$ cat config.mk
export PLATFORM = sky130hd
export DESIGN_NAME = ldq_pipe_arb
export DESIGN_NICKNAME = d
export VERILOG_FILES = /design/src/rtl/ldq_pipe_arb.sv
export SDC_FILE = /design/constraint.sdc
export NUM_CORES = 1
export LEC_CHECK = 0
export CORE_AREA = 2 2 132 134
export CTS_BUF_LIST = sky130_fd_sc_hd__clkbuf_4 sky130_fd_sc_hd__clkbuf_8
export DETAILED_ROUTE_END_ITERATION = 8
export DIE_AREA = 0 0 134 136
export PLACE_DENSITY = 0.7
export SLEW_MARGIN = 25
export SYNTH_ARGS = -nofsm -noshare
export SYNTH_HDL_FRONTEND = slang
export SYNTH_SLANG_ARGS = --single-unit
$ cat constraint.sdc
create_clock -name clk -period 4.7 [get_ports clk]
set_input_delay 0.47 -clock clk [delete_from_list [all_inputs] [get_ports clk]]
set_output_delay 0.47 -clock clk [all_outputs]
set_load 0.005 [all_outputs]
$ cat src/rtl/ldq_pipe_arb.sv
// Single-slot arbiter for the mem-pipe mm0 stage: loadq entries are served round-robin
// and the storeq drain requester takes priority once it has waited STARVE_CYCLES cycles.
module ldq_pipe_arb #(
    parameter int  NUM_REQ       = 8,
    parameter int  STARVE_CYCLES = 16,
    parameter type t_mempipe_arb = logic [31:0]
) (
    input  logic               clk,
    input  logic               reset,
    input  logic [NUM_REQ-1:0] ldq_req_mm0,
    input  t_mempipe_arb       ldq_req_pkt_mm0 [NUM_REQ],
    output logic [NUM_REQ-1:0] ldq_gnt_mm0,
    input  logic               stq_req_mm0,
    input  t_mempipe_arb       stq_req_pkt_mm0,
    output logic               stq_gnt_mm0,
    input  logic               pipe_ready_mm0,
    output logic               pipe_valid_mm0,
    output t_mempipe_arb       pipe_req_pkt_mm0,
    output logic               stq_prio
);

    localparam int             PTR_W      = $clog2(NUM_REQ);
    localparam logic [PTR_W:0] NUM_REQ_W  = (PTR_W+1)'(NUM_REQ);
    localparam logic [PTR_W-1:0] LAST_IDX = PTR_W'(NUM_REQ - 1);
    localparam logic [7:0]     STARVE_MAX = 8'(STARVE_CYCLES);

    logic [PTR_W-1:0] rr_ptr;
    logic [7:0]       stq_wait;

    logic             active;
    logic             ld_any;
    logic             prio_raw;
    logic             stq_win;
    logic             ld_win;
    logic             ld_found;
    logic [PTR_W-1:0] ld_sel;
    logic [PTR_W:0]   scan;

    assign active   = ~reset & pipe_ready_mm0;
    assign ld_any   = |ldq_req_mm0;
    assign prio_raw = (stq_wait == STARVE_MAX) & stq_req_mm0;
    assign stq_win  = stq_req_mm0 & (prio_raw | ~ld_any);
    assign stq_prio = prio_raw & ~reset;

    // Scan from rr_ptr upward, wrapping at NUM_REQ (not at a power of two).
    always_comb begin
        ld_found = 1'b0;
        ld_sel   = '0;
        scan     = '0;
        for (int i = 0; i < NUM_REQ; i++) begin
            scan = {1'b0, rr_ptr} + (PTR_W+1)'(i);
            if (scan >= NUM_REQ_W) begin
                scan = scan - NUM_REQ_W;
            end
            if (!ld_found && ldq_req_mm0[scan[PTR_W-1:0]]) begin
                ld_found = 1'b1;
                ld_sel   = scan[PTR_W-1:0];
            end
        end
    end

    assign ld_win = active & ~stq_win & ld_found;

    always_comb begin
        stq_gnt_mm0      = active & stq_win;
        ldq_gnt_mm0      = ld_win ? (NUM_REQ'(1) << ld_sel) : '0;
        pipe_valid_mm0   = stq_gnt_mm0 | ld_win;
        pipe_req_pkt_mm0 = '0;
        if (stq_gnt_mm0) begin
            pipe_req_pkt_mm0 = stq_req_pkt_mm0;
        end else if (ld_win) begin
            pipe_req_pkt_mm0 = ldq_req_pkt_mm0[ld_sel];
        end
    end

    always_ff @(posedge clk) begin
        if (reset) begin
            rr_ptr   <= '0;
            stq_wait <= '0;
        end else begin
            if (ld_win) begin
                rr_ptr <= (ld_sel == LAST_IDX) ? '0 : ld_sel + PTR_W'(1);
            end
            // Keeps counting under backpressure, saturating at the priority threshold.
            if (stq_gnt_mm0 || !stq_req_mm0) begin
                stq_wait <= '0;
            end else if (stq_wait != STARVE_MAX) begin
                stq_wait <= stq_wait + 8'd1;
            end
        end
    end

    a_onehot_gnt : assert property (@(posedge clk) disable iff (reset)
        $onehot0({ldq_gnt_mm0, stq_gnt_mm0}));
    a_gnt_has_req : assert property (@(posedge clk) disable iff (reset)
        ((ldq_gnt_mm0 & ~ldq_req_mm0) == '0) && !(stq_gnt_mm0 && !stq_req_mm0));
    a_no_gnt_not_ready : assert property (@(posedge clk) disable iff (reset)
        !pipe_ready_mm0 |-> !pipe_valid_mm0);
    a_wait_bound : assert property (@(posedge clk) disable iff (reset)
        stq_wait <= STARVE_MAX);

endmodule

## Yosys cells after proc, flatten, opt, wreduce, memory -nomap -nowiden

Cells that the tools add are included.

| operators by class | value |
|---|---|
| bitwise logic cells | 13 |
| reductions and logical operators | 18 |
| shift operators | 1 |
| add/subtract/negate cells | 17 |
| multiplexer cells | 47 |
| $lt $le $gt $ge | 17 |
| eq/ne operators | 3 |

Operator list:

| operator | count |
|---|---|
| 32-bit 2-to-1 mux | 4 |
| 32-bit binary-select mux with 3-bit select | 1 |
| 3-bit 2-to-1 mux | 17 |
| 4-bit greater-or-equal comparator (second input constant) | 8 |
| 3-bit by 4-bit less-than comparator with 1-bit output (second input constant) | 8 |
| 1-bit binary-select mux with 3-bit select | 8 |
| 3-bit by 1-bit subtractor with 3-bit output (second input constant) | 8 |
| 3-bit by 3-bit adder with 4-bit output (second input constant) | 4 |
| 1-bit 2-to-1 mux | 16 |
| 3-bit by 2-bit adder with 4-bit output (second input constant) | 2 |
| 8-bit by 1-bit adder with 8-bit output (second input constant) | 1 |
| 8-bit by 5-bit == test with 1-bit output (second input constant) | 1 |
| 1-bit logical NOT | 8 |
| 8-bit 2-to-1 mux | 1 |
| 8-bit by 5-bit != test with 1-bit output (second input constant) | 1 |
| 8-bit OR reduction | 1 |
| 1-bit by 3-bit left shift with 8-bit output (first input constant) | 1 |
| 1-bit AND | 7 |
| 1-bit logical AND | 7 |
| 3-bit by 1-bit adder with 4-bit output (second input constant) | 1 |
| 3-bit by 4-bit greater-or-equal comparator with 1-bit output (second input constant) | 1 |
| 3-bit NOT with 4-bit output | 1 |
| 3-bit by 1-bit adder with 3-bit output (second input constant) | 1 |
| 3-bit == test (second input constant) | 1 |
| 4 further kinds | 7 |

| word-level totals | value |
|---|---|
| logic and storage cells | 118 |
| flip-flop bits (word level) | 11 |
| output and inout port bits | 43 |

## Longest topological paths before layout

| depth | value |
|---|---|
| word-level depth | 32 |
| gate-level depth with buffers | 19 |
| mapped depth without buffers | 13 |

## Least setup slack after synthesis

No wires, ideal clock.

| path | value |
|---|---|
| path type | reg2out |
| start | register rr_ptr[1] |
| end | output port ldq_gnt_mm0[7] |
| setup slack | 687 ps |
| buffers on the path | 7 |
| cell stages (with the launch flop) | 18 |
| data arrival time | 3543 ps |
| path through | dfxtp_1 -> buf_6 -> buf_4 -> inv_1 -> ha_1 -> buf_6 -> buf_8 -> mux2i_1 -> mux4_2 -> a32o_1 -> a31o_1 -> mux2_2 -> buf_6 -> buf_12 -> buf_12 -> ha_1 -> ha_1 -> and2_1 |

| on the way | value |
|---|---|
| longest elaborated chain between the ends | 28 |
| elaborated cells between the ends (all ways) | 80 |
| those cells by class | add/sub: 15; order compare: 8; shift: 1; mux: 41; bitwise: 1; reduce/logical: 14 |

Ends and longest elaborated chain:

| item | RTL line | text |
|---|---|---|
| start: declaration | 27 | `logic [PTR_W-1:0] rr_ptr;` |
| start signal: assignment | 82 | `rr_ptr <= (ld_sel == LAST_IDX) ? '0 : ld_sel + PTR_W'(1);` |
| branches (longest 27 deep; another with 3-bit by 1-bit adder with 4-bit output) | - |  |
| 8-bit 2-to-1 mux (*) | 66 | `ldq_gnt_mm0 = ld_win ? (NUM_REQ'(1) << ld_sel) : '0;` |
| end: declaration | 12 | `output logic [NUM_REQ-1:0] ldq_gnt_mm0,` |

Every way passes the cells marked *. The select of a mux whose other input is x is not followed.

==> flow_summary.json <==
{
  "status": "finished clean",
  "synthCells": 474,
  "fmax_mhz": 219,
  "drt_pass1_iterations": 4,
  "ys_seq_area_share_pct": 4.69,
  "yosysMostFrequentCell": "mux2i_1",
  "drcViolationCount": 0,
  "cts.sinks": 11,
  "htreeDepth": 1,
  "power.density_nw_per_um2": 622,
  "route.vias.total": 5261,
  "io_buffers": 342,
  "period_share_pct": 97.2,
  "crit_chain": "inv_1, ha_1, buf_12, mux2_2, mux4_2, nor3_2, a21oi_1, o21a_1, o22ai_4, buf_4, buf_12, buf_12, mux2_2, o221ai_2, clkdlybuf4s50_1",
  "hold_path_class": "register to register",
  "worst_skew_pair.late_latency_ns": 0.23,
  "cp.arrival_ns": 4.10,
  "synthAdderAreaFrac_pct": 2.67,
  "synthSimpleGateAreaFrac_pct": 9.71,
  "die_w_um": 134,
  "netlist_top_cells_count": "mux2i_1 (140), mux2_2 (72), nand2_1 (45), o221ai_2 (31)",
  "total_power_mw": 5.35,
  "vias_per_cell": 5.06,
  "syn_area_um2": 4690,
  "ys.flop_type": "dfxtp_1",
  "ys_top_cells_by_area": "mux2i_1 (30%), mux2_2 (17%), o221ai_2 (9.9%)",
  "cts_tree": "done",
  "drive_above_1_share_pct": 21.9,
  "worstSetupEndpointType": "primary output",
  "final.setup.tns_ns": 0,
  "setup_viol": 0,
  "final_util_pct": 51.0,
  "synth_compound_area_share_pct": 15.5,
  "crit_top_cell": "buf_12",
  "die_area_um2": 18200,
  "rows": 48,
  "start_util_pct": 27.8,
  "critical_path_required_ns": 4.23,
  "critPathLaunchType": "register",
  "report.final.slew_viol_count": 0,
  "ys_types": 54,
  "grt_pass1_wl_um": 30100,
  "syn_avg_cell_area_um2": 9.90,
  "cts.clk_slew.worst_paths_ns": 0.05,
  "die_y_um": 136,
  "grt_usage_pct": 21.1,
  "synth_top_family_by_area": "multiplexers",
  "ys_seq_elements": 11,
  "dr.first_iter.drc_count": 91,
  "hpwl_um": 17100,
  "period_needed_ns": 4.57,
  "p_leak_nw": 3.27,
  "rr_worst_depth": 16,
  "synth_edf_count": 0,
  "gp_congestion": 0.858,
  "yosysTopAreaCellShare_pct": 29.9,
  "slew_headroom_pct": 71.7,
  "synth_fp_nets": 784,
  "avgRoutedWirePerCell_um": 20.8,
  "yosysTopAreaCell": "mux2i_1",
  "ctsHoldBuffers": 0,
  "nets": 1124,
  "finalHoldViolCount": 0,
  "cts-root-buf": "clkbuf_8",
  "skew_ns": 0.00283,
  "grt_max_degree": 41,
  "hold-path-cell-count": 2,
  "ant_nets": 0,
  "worstSetupPathType": "register to primary output",
  "ctsLongestPathBuffers": 2,
  "finalWirelength_um": 21600,
  "synthMuxAreaShare_pct": 55.8,
  "ys_warn_count": 0,
  "async_flop_share_pct": 0,
  "synth-xor-area-share_pct": 2.05,
  "ios": 343,
  "overflow": 0,
  "cap_violations": 0,
  "syn2layout_area_growth_pct": 83.5,
  "grt_pass1_vias": 5061,
  "numCtsBuffers": 3,
  "core_area_um2": 16900,
  "tightest_slew_ns": 0.422,
  "cp_slowest_cell": "clkdlybuf4s50_1",
  "crit_path_max_fanout": 16,
  "ir_worst_vdd_uv": 305,
  "antenna_found_initial": 5,
  "slowest_delay_ns": 0.56
}
-- sequential cells by signal, summed over array words and instances (netlist names) --
signal / count
stq_wait: 8
rr_ptr: 3
-- worst max-delay path: cells and delay by family (launching register included) --
| kind | cells | cell delay [ns] |
|---|---|---|
| mux | 3 | 1.22 |
| compound gates | 4 | 0.65 |
| flops | 1 | 0.32 |
| simple gates | 1 | 0.14 |
| buf+inv | 6 | 1.20 |
| fa+ha+maj | 1 | 0.32 |
-- path summary, 6_finish.rpt --
check              startpoint                  end  slack, ns
setup / recovery    rr_ptr[1]  pipe_req_pkt_mm0[1]       0.13
hold / removal    stq_wait[4]          stq_wait[4]       0.54
setup reg to reg    rr_ptr[1]            rr_ptr[0]       1.23
hold reg to reg   stq_wait[4]          stq_wait[4]       0.54
-- cells in the final DEF (no fill, tap or decap), drive strengths merged, types with 2 or more instances in the layout --
master | Yosys | final
o31ai | 3 | 3
nand2 | 45 | 45
dfxtp | 11 | 11
and3 | 10 | 10
xor2 | 8 | 8
mux4 | 16 | 16
o22ai | 3 | 3
clkdlybuf4s50 | 0 | 341
a22o | 2 | 2
nor2 | 12 | 12
nand3 | 5 | 5
ha | 10 | 10
and2 | 4 | 4
a32oi | 3 | 3
nand2b | 4 | 4
o221ai | 33 | 33
a21oi | 3 | 3
or2 | 2 | 2
o21ai | 2 | 2
nor3 | 7 | 7
inv | 10 | 10
clkbuf | 10 | 8
mux2i | 142 | 142
xnor2 | 3 | 3
mux2 | 73 | 74
buf | 34 | 32
diode | 0 | 2
-- stage by stage --
step | instances | worst slack [ns] | area, µm² | hold slack [ns]
after floorplan | 474 | 0.687 | 4690 | 0.486
after global placement | 1021 | 0.121 | 8290 | 0.512
after detailed placement | 1021 | 0.0873 | 8290 | 0.533
after CTS | 1025 | -0.00128 | 8340 | 0.543
after global routing | 1038 | -0.0276 | 8600 | 0.579
final | 1040 | 0.133 | 8610 | 0.539
-- final cells by class --
| type | instances | area [µm²] |
|---|---|---|
| Antenna cell | 2 | 5.00 |
| Multi-Input combinational cell | 410 | 4110 |
| Tap cell | 225 | 282 |
| Sequential cell | 11 | 220 |
| Fill cell | 1563 | 8270 |
| Inverter | 10 | 37.5 |
| Clock buffer | 4 | 48.8 |
| Timing Repair Buffer | 378 | 3910 |
-- power breakdown --
part | internal (mW) | leakage (nW) | switching (mW)
Clock | 0.0652 | 0.0262 | 0.0341
Combinational | 2.87 | 3.16 | 2.28
Sequential | 0.104 | 0.0894 | 0.00499
-- kinds of logic (layout without fill, tap and decap cells) --
logic type               count (synthesis)  in the layout
XOR/XNOR                                11             11
other                                    0              2
AND/OR/NAND/NOR                         95             95
multiplexers                           231            232
flip-flops                              11             11
AO/OA/AOI/OAI                           62             62
adder cells (fa/ha/maj)                 10             10
buffers and inverters                   54            392
-- timing repair --
action	4_1_cts	5_1_grt
pin swaps	0	1
cloned	0	5
buffers inserted	0	8
setup endpoints to repair	1	34
gates resized for setup	1	15
-- per-layer routing --
layer  routed length, µm  global-route usage, %  vias up
li1                    -                      -     2525
met1                8700                   26.2     2475
met2               10800                   37.2      235
met3                1920                   6.75       20
met4                 173                   1.65        6
met5                  32                      0        -
No activity file was read; power rests on OpenSTA's default activity.
